**config.mk**
```make
export PLATFORM = sky130hd
export DESIGN_NAME = scaler_refresh_gen
export DESIGN_NICKNAME = d
export VERILOG_FILES = /design/src/rtl/scaler_refresh_pkg.sv /design/src/rtl/pps_sync_edge.sv /design/src/rtl/scaler_refresh_gen.sv
export SDC_FILE = /design/constraint.sdc
export NUM_CORES = 1
export LEC_CHECK = 0
export CAP_MARGIN = 15
export CORE_MARGIN = 4
export CORE_UTILIZATION = 55
export DETAILED_ROUTE_END_ITERATION = 10
export PLACE_DENSITY = 0.75
export SLEW_MARGIN = 20
export SYNTH_ARGS = -nofsm -noshare
export SYNTH_HDL_FRONTEND = slang
export SYNTH_SLANG_ARGS = --single-unit
```
**constraint.sdc**
```tcl
create_clock -name clk_i -period 5.85 [get_ports clk_i]
set_input_delay 1.17 -clock clk_i [delete_from_list [all_inputs] [get_ports clk_i]]
set_output_delay 1.17 -clock clk_i [all_outputs]
set_load 0.01 [all_outputs]
```
**src/rtl/scaler_refresh_pkg.sv**
```systemverilog
// Shared types and constants for the scaler refresh generator.
package scaler_refresh_pkg;

  typedef enum logic [1:0] {
    IDLE = 2'd0,
    FREE = 2'd1,
    PPS  = 2'd2
  } refresh_state_e;

  localparam int MIN_PERIOD      = 2;
  localparam int PPS_SYNC_STAGES = 2;

endpackage

```
**src/rtl/pps_sync_edge.sv**
```systemverilog
// Brings the asynchronous PPS input into clk_i and emits a one-cycle pulse
// on each synchronized rising edge.
module pps_sync_edge
  import scaler_refresh_pkg::*;
(
  input  logic clk_i,
  input  logic rst_i,
  input  logic pps_i,
  output logic pps_edge_o
);

  logic [PPS_SYNC_STAGES-1:0] sync_q;
  logic                       pps_prev_q;

  always_ff @(posedge clk_i or posedge rst_i) begin
    if (rst_i) begin
      sync_q     <= '0;
      pps_prev_q <= 1'b0;
    end else begin
      sync_q     <= {sync_q[PPS_SYNC_STAGES-2:0], pps_i};
      pps_prev_q <= sync_q[PPS_SYNC_STAGES-1];
    end
  end

  assign pps_edge_o = sync_q[PPS_SYNC_STAGES-1] & ~pps_prev_q;

endmodule

```
**src/rtl/scaler_refresh_gen.sv**
```systemverilog
// Refresh strobe generator for the scaler bank: free-running, PPS-locked or manual.
// Optional SCALER_REFRESH_TSTAMP_EN adds a cycle timestamp latched on each strobe.
//
// state | meaning
// IDLE  | disabled, only manual requests fire
// FREE  | strobe every period_q cycles
// PPS   | strobe on PPS edge, timeout after period_q cycles sets pps_lost
module scaler_refresh_gen
  import scaler_refresh_pkg::*;
#(
  parameter int                      PERIOD_WIDTH   = 32,
  parameter int                      CNT_WIDTH      = 16,
  parameter logic [PERIOD_WIDTH-1:0] DEFAULT_PERIOD = PERIOD_WIDTH'(7_500_000)
) (
  input  logic                    clk_i,
  input  logic                    rst_i,
  input  logic                    enable_i,
  input  logic                    pps_sel_i,
  input  logic [PERIOD_WIDTH-1:0] period_i,
  input  logic                    pps_i,
  input  logic                    manual_req_i,
  output logic                    manual_ack_o,
  output logic                    refresh_o,
  output logic [CNT_WIDTH-1:0]    refresh_cnt_o,
  output logic                    pps_lost_o,
  output logic [1:0]              state_o
`ifdef SCALER_REFRESH_TSTAMP_EN
  ,
  output logic [31:0]             tstamp_o
`endif
);

  refresh_state_e          state_q, state_d;
  logic [PERIOD_WIDTH-1:0] timer_q, timer_d;
  logic [PERIOD_WIDTH-1:0] period_q, period_clamped;
  logic [CNT_WIDTH-1:0]    cnt_q;
  logic                    refresh_q;
  logic                    ack_q;
  logic                    armed_q;
  logic                    lost_q;
  logic                    pps_edge;
  logic                    switching;
  logic                    timer_hit;
  logic                    timer_fire;
  logic                    manual_fire;
  logic                    lost_set;
  logic                    fire;

  pps_sync_edge u_pps_sync_edge (
    .clk_i      (clk_i),
    .rst_i      (rst_i),
    .pps_i      (pps_i),
    .pps_edge_o (pps_edge)
  );

  assign period_clamped = (period_i < PERIOD_WIDTH'(MIN_PERIOD)) ?
                          PERIOD_WIDTH'(MIN_PERIOD) : period_i;

  always_comb begin
    state_d     = IDLE;
    timer_fire  = 1'b0;
    lost_set    = 1'b0;
    if (enable_i) begin
      state_d = pps_sel_i ? PPS : FREE;
    end
    switching   = (state_d != state_q);
    timer_hit   = (timer_q == (period_q - PERIOD_WIDTH'(1)));
    // armed_q blocks a request that was already high when reset released
    manual_fire = manual_req_i & ~ack_q & armed_q;
    if (!switching) begin
      case (state_q)
        FREE: timer_fire = timer_hit;
        PPS: begin
          timer_fire = timer_hit | pps_edge;
          lost_set   = timer_hit & ~pps_edge;
        end
        default: timer_fire = 1'b0;
      endcase
    end
    fire = manual_fire | timer_fire;
    if (switching || fire || (state_q == IDLE)) begin
      timer_d = '0;
    end else begin
      timer_d = timer_q + PERIOD_WIDTH'(1);
    end
  end

  always_ff @(posedge clk_i or posedge rst_i) begin
    if (rst_i) begin
      state_q   <= IDLE;
      timer_q   <= '0;
      period_q  <= DEFAULT_PERIOD;
      cnt_q     <= '0;
      refresh_q <= 1'b0;
      ack_q     <= 1'b0;
      armed_q   <= 1'b0;
      lost_q    <= 1'b0;
    end else begin
      state_q   <= state_d;
      timer_q   <= timer_d;
      refresh_q <= fire;
      if ((switching && (state_d != IDLE)) || fire) begin
        period_q <= period_clamped;
      end
      if (fire) begin
        cnt_q <= cnt_q + CNT_WIDTH'(1);
      end
      if (manual_fire) begin
        ack_q <= 1'b1;
      end else if (!manual_req_i) begin
        ack_q <= 1'b0;
      end
      if (manual_fire) begin
        armed_q <= 1'b0;
      end else if (!manual_req_i) begin
        armed_q <= 1'b1;
      end
      if (switching && (state_d == IDLE)) begin
        lost_q <= 1'b0;
      end else if (lost_set) begin
        lost_q <= 1'b1;
      end
    end
  end

`ifdef SCALER_REFRESH_TSTAMP_EN
  logic [31:0] cycle_cnt_q;
  logic [31:0] tstamp_q;

  always_ff @(posedge clk_i or posedge rst_i) begin
    if (rst_i) begin
      cycle_cnt_q <= '0;
      tstamp_q    <= '0;
    end else begin
      cycle_cnt_q <= cycle_cnt_q + 32'd1;
      if (fire) begin
        tstamp_q <= cycle_cnt_q;
      end
    end
  end

  assign tstamp_o = tstamp_q;
`endif

  assign refresh_o     = refresh_q;
  assign refresh_cnt_o = cnt_q;
  assign manual_ack_o  = ack_q;
  assign pps_lost_o    = lost_q;
  assign state_o       = state_q;

endmodule

```
==> results, run 1 <==
- For the final database, setup skew stands at 12.7 ps.
- The overall die width is 105 um.
- The root buffer cell chosen for the clock tree is clkbuf_8.
- Entering global routing, the biggest net connects 52 pins.
- In this run the count of I/O pins placed on the die edge is 59.
- The die covers 11100 um2.
- The die height is 105 um.
- Dividing the final minimum period by the clock period gives 0.805.
- Clock latency on the worst-skew pair, taken at its later pin, is 370 ps.
- The post-synthesis area per instance is 10.2 um2.
- The worst setup path is of the reg -> reg kind.
- The cell area after technology mapping is 5230 um2.
- The post-layout net count is 610.
- TritonCTS built the clock tree.
- The H-tree was split into 3 levels.
- Synthesis inferred 89 register bits.
- The via count of the first global-routing pass is 4096.
- For this run, the number of Yosys warnings is 0.
- Setup repair after global routing left no endpoint under its margin.
- In the global route stage, overall resource usage came out at 0.223.
- Global routing finished with a remaining overflow of 0.
- The HPWL after detailed placement is 8670 um.
- Ranked by total cell area, the synthesized netlist is headed by dfrtp_1, xnor2_1, mux2_4.
- For the final routed database, the setup TNS stands at 0 ps.
- The area share of the largest cell type after synthesis is 0.378.
- In the final routed layout, each cell accounts on average for 16.9 um.
- The dominant cell type by area after synthesis is dfrtp_1.
- The number of antenna diodes is 0.
- The total CTS buffers is 9.
- During placement, the flow inserted port buffers numbering 58.
- The flow ran to the end, and the final reports show no timing, DRC or antenna violations.
- In this run the worst path has a maximum fanout of 21.
- The peak supply drop is 0.199 mV.
- The worst hold path passes through 0 cells.
- The count of nets left with antenna violations once routing finished came out at 0.
- The dominant synthesized flop cell is dfrtp_1.
- The wire length of the first global-routing pass is 20200 um.
- The initial utilization of the core area, before any placement, comes to 0.566.
- Of the cells placed in the final design, the portion with a size suffix greater than 1 is 0.135.
- The number of rows created at floorplan is 35.
- The count of clock tree sinks is 89.
- Post-CTS timing repair inserted 0 buffers for setup.
- In the synthesized netlist, the cells that appear most often are dfrtp_1, nor2_1, xnor2_1, nand2_1, xor2_1.
- The required arrival time at the worst endpoint is 6090 ps.
- The startpoint type of the worst setup path is a flop.
- Once placement finished, the instance area stood at 5910 um2.
- With fillers left out, the area of the finished cells amounts to 6100 um2.
- The number of antenna violations at the first check in global routing is 0.
- The final standard cell utilization of the core is 0.660.
- The core region is 9240 um2.
- The count of distinct cell types in the synthesized netlist is 55.
- Dividing the detail-routed via count by the number of cells gives 5.76.
- The final hold slack is 371 ps.
- The total count of hold-check failures in the final report is 0.
- The first-iteration detailed-routing DRC count is 209.
- For this run, the top clock speed supported by timing is 212 MHz.
- The count of hold-fix buffers inserted at cts is 0.
- For the worst flop-to-flop path, the logic depth is 12.
- Across the run, the number of max-cap violations was 0.
- Relative to the synthesized area, the layout overhead comes to 16.7%.
- The worst hold path class is reg -> reg.
- Summed over all layers, the routed wires come to 11900 um.
- The arrival time of data at the critical path endpoint is 4950 ps.
- STA classifies the critical path endpoint as a flop.
- The total count of max-transition violations in the final report is 0.
- Dividing total power by cell area gives a power density of 252 nW/um2.
- Setup violations remaining at the end of the flow were counted as 0.
- At the pin with the least slew margin, the transition time is 958 ps.
- The final critical path time including I/O delays and setup is 4710 ps.
- The share of synthesized area occupied by flip-flops and latches is 0.428.
- The leakage power is 2.40 nW.
- The synthesized net count is 555.
- Of all flip-flops after synthesis, the portion carrying an async set or reset was 1.00.
- Routability-driven placement finished with a final weighted congestion of 0.937.
- The total power draw is 1.54 mW.
- The synthesized instance count is 511.
- No sink is reached through more buffers than the 2 on the longest clock path.
- The post-route DRC violation count is 0.
- The first TritonRoute pass finished after 5 iterations.
- In this run, synthesis inferred 0 flip-flops with an integrated enable.
- The leading cell type by number of instances after synthesis is dfrtp_1.
- The clock transition at the registers of the reported paths is 90 ps.
- Post-CTS repair changed the size of 0 cells.
- Measured against its own limit, the worst slew margin works out to 0.356.
- The via count is 4035.
## sequential cells by signal (all words and copies together) (netlist names)
register                    cells
period_q                       32
refresh_o                       1
refresh_cnt_o                  16
u_pps_sync_edge.sync_q          2
armed_q                         1
manual_ack_o                    1
state_o                         2
u_pps_sync_edge.pps_prev_q      1
pps_lost_o                      1
timer_q                        32
## cell families after synthesis
logic type / after synthesis / share of synthesized area
AND/OR/NAND/NOR: 221 / 0.228
flip-flops: 89 / 0.428
XOR/XNOR: 86 / 0.144
AO/OA/AOI/OAI: 44 / 0.0596
multiplexers: 38 / 0.101
buffers and inverters: 27 / 0.0251
adder cells (fa/ha/maj): 6 / 0.0144
## final timing paths
kind,slack (ps),endpoint,startpoint
min in group asynchronous,1190,period_q[3],rst_i
worst max-delay path,1140,timer_q[14],period_q[0]
max in group asynchronous,3610,state_o[1],rst_i
worst min register to register,370,u_pps_sync_edge.sync_q[1],u_pps_sync_edge.sync_q[0]
worst min-delay path,370,u_pps_sync_edge.sync_q[1],u_pps_sync_edge.sync_q[0]
worst max register to register,1140,timer_q[14],period_q[0]
## metal layers
metal | wire length [um] | global-route usage | up-vias
met3 | 578 | 0.0600 | 18
met2 | 5660 | 0.351 | 95
met5 | 0 | 0 | -
met1 | 5390 | 0.306 | 2011
li1 | - | - | 1911
met4 | 228 | 0.0583 | 0
## final cells by class
cell class / count / area, um2
inverters: 10 / 38.8
repair buffers: 61 / 603
clock inverters: 5 / 45.0
well taps: 129 / 161
clock buffers: 11 / 151
multi-input cells: 395 / 2860
flip-flops and latches: 89 / 2240
fillers: 756 / 3140
## where the power goes
group          internal, mW  switching [mW]  total [mW]
clock network         0.185           0.235       0.420
registers             0.682          0.0934       0.776
logic                 0.190           0.153       0.344
## stage by stage
step / setup slack (ps) / instances
2_1_floorplan: 2050 / 511
3_3_place_gp: 1320 / 684
3_5_place_dp: 1210 / 684
4_1_cts: 1180 / 700
5_1_grt: 690 / 700
6_report: 1140 / 700
## critical path, cell delays in order, from the launching register on
cell and delay [ps]:
dfrtp_1 430, inv_1 90, ha_1 290, or4b_2 690, nor4_1 500, nand2_1 180, o32a_1 380, a22oi_1 160
o2111ai_1 220, nor4_4 830, or3b_1 430, buf_4 320, nor2_1 80
## layout by cell type (no fill, tap or decap), types with 3 or more instances in the layout
| master | n |
|---|---|
| dfrtp_1 | 79 |
| nor2_1 | 68 |
| clkdlybuf4s50_1 | 58 |
| xnor2_1 | 57 |
| nand2_1 | 32 |
| xor2_1 | 29 |
| mux2_4 | 28 |
| nand3_1 | 18 |
| nor4_1 | 15 |
| nor3_1 | 14 |
| and3_1 | 12 |
| clkbuf_8 | 11 |
| o2111ai_1 | 10 |
| dfstp_2 | 10 |
| inv_1 | 9 |
| o21ai_0 | 9 |
| nor2b_1 | 8 |
| nand3b_1 | 7 |
| a21oi_1 | 6 |
| nand4_1 | 6 |
| mux2i_1 | 6 |
| ha_1 | 6 |
| or4_1 | 5 |
| or3_1 | 5 |
| mux2_2 | 4 |
| a31oi_1 | 4 |
| and2_1 | 3 |
| or2_2 | 3 |
| nor4b_1 | 3 |
| or4b_2 | 3 |
| buf_4 | 3 |
Power figures use the tool's default switching activity.
==> inputs of run 2 (changes only) <==
- CORE_UTILIZATION: 55 -> 51
- PLACE_DENSITY: 0.75 -> 0.73
- clock period: 5.85 -> 3.9 ns (I/O delays scaled with it)
==> run 2 against run 1 <==
Net effect:
- clock-buffer cell count rose by 1
- worst hold slack worse by 11 ps
- final cell count increased by 2.6%
- via count shrank 0.79%
- die area is 7.2% higher
- sequential power increased by 48%
- design area grew 2.3%
- worst setup slack lost 950 ps
==> results, run 2 (synthesis gave the netlist of run 1 again) <==
- The run finished with clean final reports.
- The highest metal layer with signal wires is met4.
- The peak supply drop is 0.307 mV.
- The end point of the critical path is timer_q[19].
- The clock tree from TritonCTS is yes.
- For the worst setup path, the data required time is 4160 ps.
- In the routed design, unresolved DRC markers number 0.
- Setup repair after global routing left no endpoint under its margin.
- For the pin with the worst max-slew slack, the measured transition is 946 ps.
- The cell area after layout is 6240 um2.
- The fill cell total of the finished layout is 821.
- The routed wire length per instance is 16.7 um.
- The number of hold buffers added after CTS was 0.
- The wire length on met2 is 5580 um.
- The worst hold path class is reg -> reg.
- Headroom to the max-slew limit came out at 0.364.
- The first global-routing pass estimated 20400 um of wire.
- The number of antenna diodes is 0.
- Dividing the final minimum period by the clock period gives 0.951.
- After clock tree synthesis, the setup repair step added 0 buffers.
- In this run the clock root is driven by a clkbuf_8.
- Clock latency on the worst-skew pair, taken at its later pin, is 380 ps.
- The depth of the CTS H-tree is 3.
- The count of input and output buffers is 58.
- The first-iteration detailed-routing DRC count is 177.
- The post-placement cell count is 702.
- The ratio of total power to cell area is 364 nW/um2.
- Based on the critical path, the design can be clocked at up to 270 MHz.
- Setup violations remaining at the end of the flow were counted as 0.
- The total count of max-transition violations in the final report is 0.
- The floorplan die area is 11900 um2.
- Clock skew on the completed layout was measured at 13.3 ps.
- The post-layout net count is 624.
- The relative area change from synthesis to final layout is 19.4%.
- The die height is 109 um.
- The clock passes through at most 2 buffers.
- In this run the remaining antenna-violating nets after routing total 0.
- In this run the critical register-to-register path is launched from period_q[0].
- The total count of hold-check failures in the final report came to 0.
- In this run the static leakage power is 2.47 nW.
- The HPWL after detailed placement is 8910 um.
- The multi-input combinational cells in the finished layout cover a total of 2890 um2.
- The routed length on met3 is 704 um.
- Across every metal layer, demand over resource in global routing totals 0.221.
- The kind of capture point of the worst setup path is a flop.
- The top cell types in the final layout, fill and taps aside, are dfrtp_1, nor2_1, clkdlybuf4s50_1, xnor2_1, nand2_1.
- The routed layout has 4003 vias.
- The combined flip-flop and latch cell area is 2240 um2.
- The maximum number of pins on one net before global-route repair is 46.
- Buffers inserted during clock tree synthesis total 9.
- The arrival time of data at the critical path endpoint is 3970 ps.
- Counting cells, the worst reg-to-reg path comes to 13.
- The floorplan step defined a core boundary enclosing 9860 um2.
- Final hold analysis gives a worst-case slack of 360 ps.
- Of all nets on the critical path, the largest fanout is 20.
- The number of ports placed on the die boundary is 59.
- The sum of routed wire segments on met1 is 5470 um.
- In the final layout, the share of cells above drive strength 1 is 0.159.
- Excluding fillers, the count of instances in the completed layout stands at 718.
- The number of rows created at floorplan is 36.
- The final routed wirelength across all metal layers is 12000 um.
- The category of the critical setup timing path is reg -> reg.
- The via count of the first global-routing pass is 4148.
- For the finished layout, the period the worst path requires is 3710 ps.
- Across all register-to-register paths, the minimum setup slack is 190 ps.
- The die is 109 um wide.
- The leftover overflow at the end of global routing is 0.
- In this run the worst setup path begins at period_q[0].
- The total power draw is 2.27 mW.
- The number of antenna violations at the first check in global routing was 0.
- The startpoint type of the worst setup path is a flop.
- The initial utilization of the core area, before any placement, comes to 0.530.
- Across the run, the number of max-cap violations was 0.
- After clock tree synthesis, the clock-pin slew on the worst setup and hold paths is 90 ps.
- The count of clock tree sinks is 89.
- The most common library cell in the layout ignoring fill and taps is dfrtp_1.
- The global placer's final weighted congestion is 0.865.
- In the routed layout, each cell is associated on average with a via count of 5.58.
- The placed instances occupy a cell area of 6040 um2.
- The number of iterations in the first detailed-routing pass is 5.
- The critical register-to-register path endpoint is timer_q[19].
-- run 2: cell types whose count changed in the layout (fill, tap and decap cells not counted), sizes merged --
cell    change
buf        +14
clkbuf      +1
clkinv      +2
inv         -3
-- run 2: cell type report --
type | count | area share
clock buffer | 12 | 0.0217
clock inverter | 4 | 0.00481
inverter | 10 | 0.00622
multi-input combinational | 395 | 0.464
sequential | 89 | 0.359
tap | 133 | 0.0267
timing repair buffer | 75 | 0.118
-- run 2: timing repair --
item / CTS / global route
endpoints found under the setup margin: 47 / 62
pin swaps: 1 / 3
gates resized for setup: 1 / 6
-- run 2: power breakdown --
| part | internal (mW) | leakage [nW] | switching [mW] | total, mW |
|---|---|---|---|---|
| logic | 0.306 | 1.25 | 0.251 | 0.556 |
| registers | 1.02 | 1.13 | 0.126 | 1.15 |
| clock network | 0.233 | 0.0805 | 0.335 | 0.568 |
-- run 2: critical path, stage by stage, from the launching register on --
cell     delay, ps
dfrtp_1        420
inv_1          100
ha_1           190
or4b_4         490
or4_4          480
a211o_1        290
nand2_1         60
nor2_1          40
or4_4          550
nor4_4         320
buf_4          190
or3b_1         120
buf_4          250
nor2_1          90
-- run 2: how the worst min path moves through the flow --
stage | start | to | slack (ps) | cells after the start
floorplan | u_pps_sync_edge.sync_q[0] | u_pps_sync_edge.sync_q[1] | 330 | 0
global placement | u_pps_sync_edge.sync_q[0] | u_pps_sync_edge.sync_q[1] | 340 | 0
detailed placement | u_pps_sync_edge.sync_q[0] | u_pps_sync_edge.sync_q[1] | 340 | 0
CTS | u_pps_sync_edge.sync_q[0] | u_pps_sync_edge.sync_q[1] | 360 | 0
global route | u_pps_sync_edge.sync_q[0] | u_pps_sync_edge.sync_q[1] | 370 | 0
finish | u_pps_sync_edge.sync_q[0] | u_pps_sync_edge.sync_q[1] | 360 | 0
-- run 2: metrics by stage --
step	util	setup WS, ps	setup TNS (ps)
floorplan	-	104	0
global route	0.633	32.4	0
global placement	0.612	124	0
detailed placement	0.612	-3.87	-3.87
CTS	0.630	68.7	0
finish	0.633	192	0
-- run 2: layer usage --
| metal | GRT usage | up-vias |
|---|---|---|
| li1 | - | 1943 |
| met1 | 0.299 | 1946 |
| met2 | 0.345 | 98 |
| met3 | 0.0675 | 16 |
| met4 | 0.0641 | 0 |
| met5 | 0 | - |
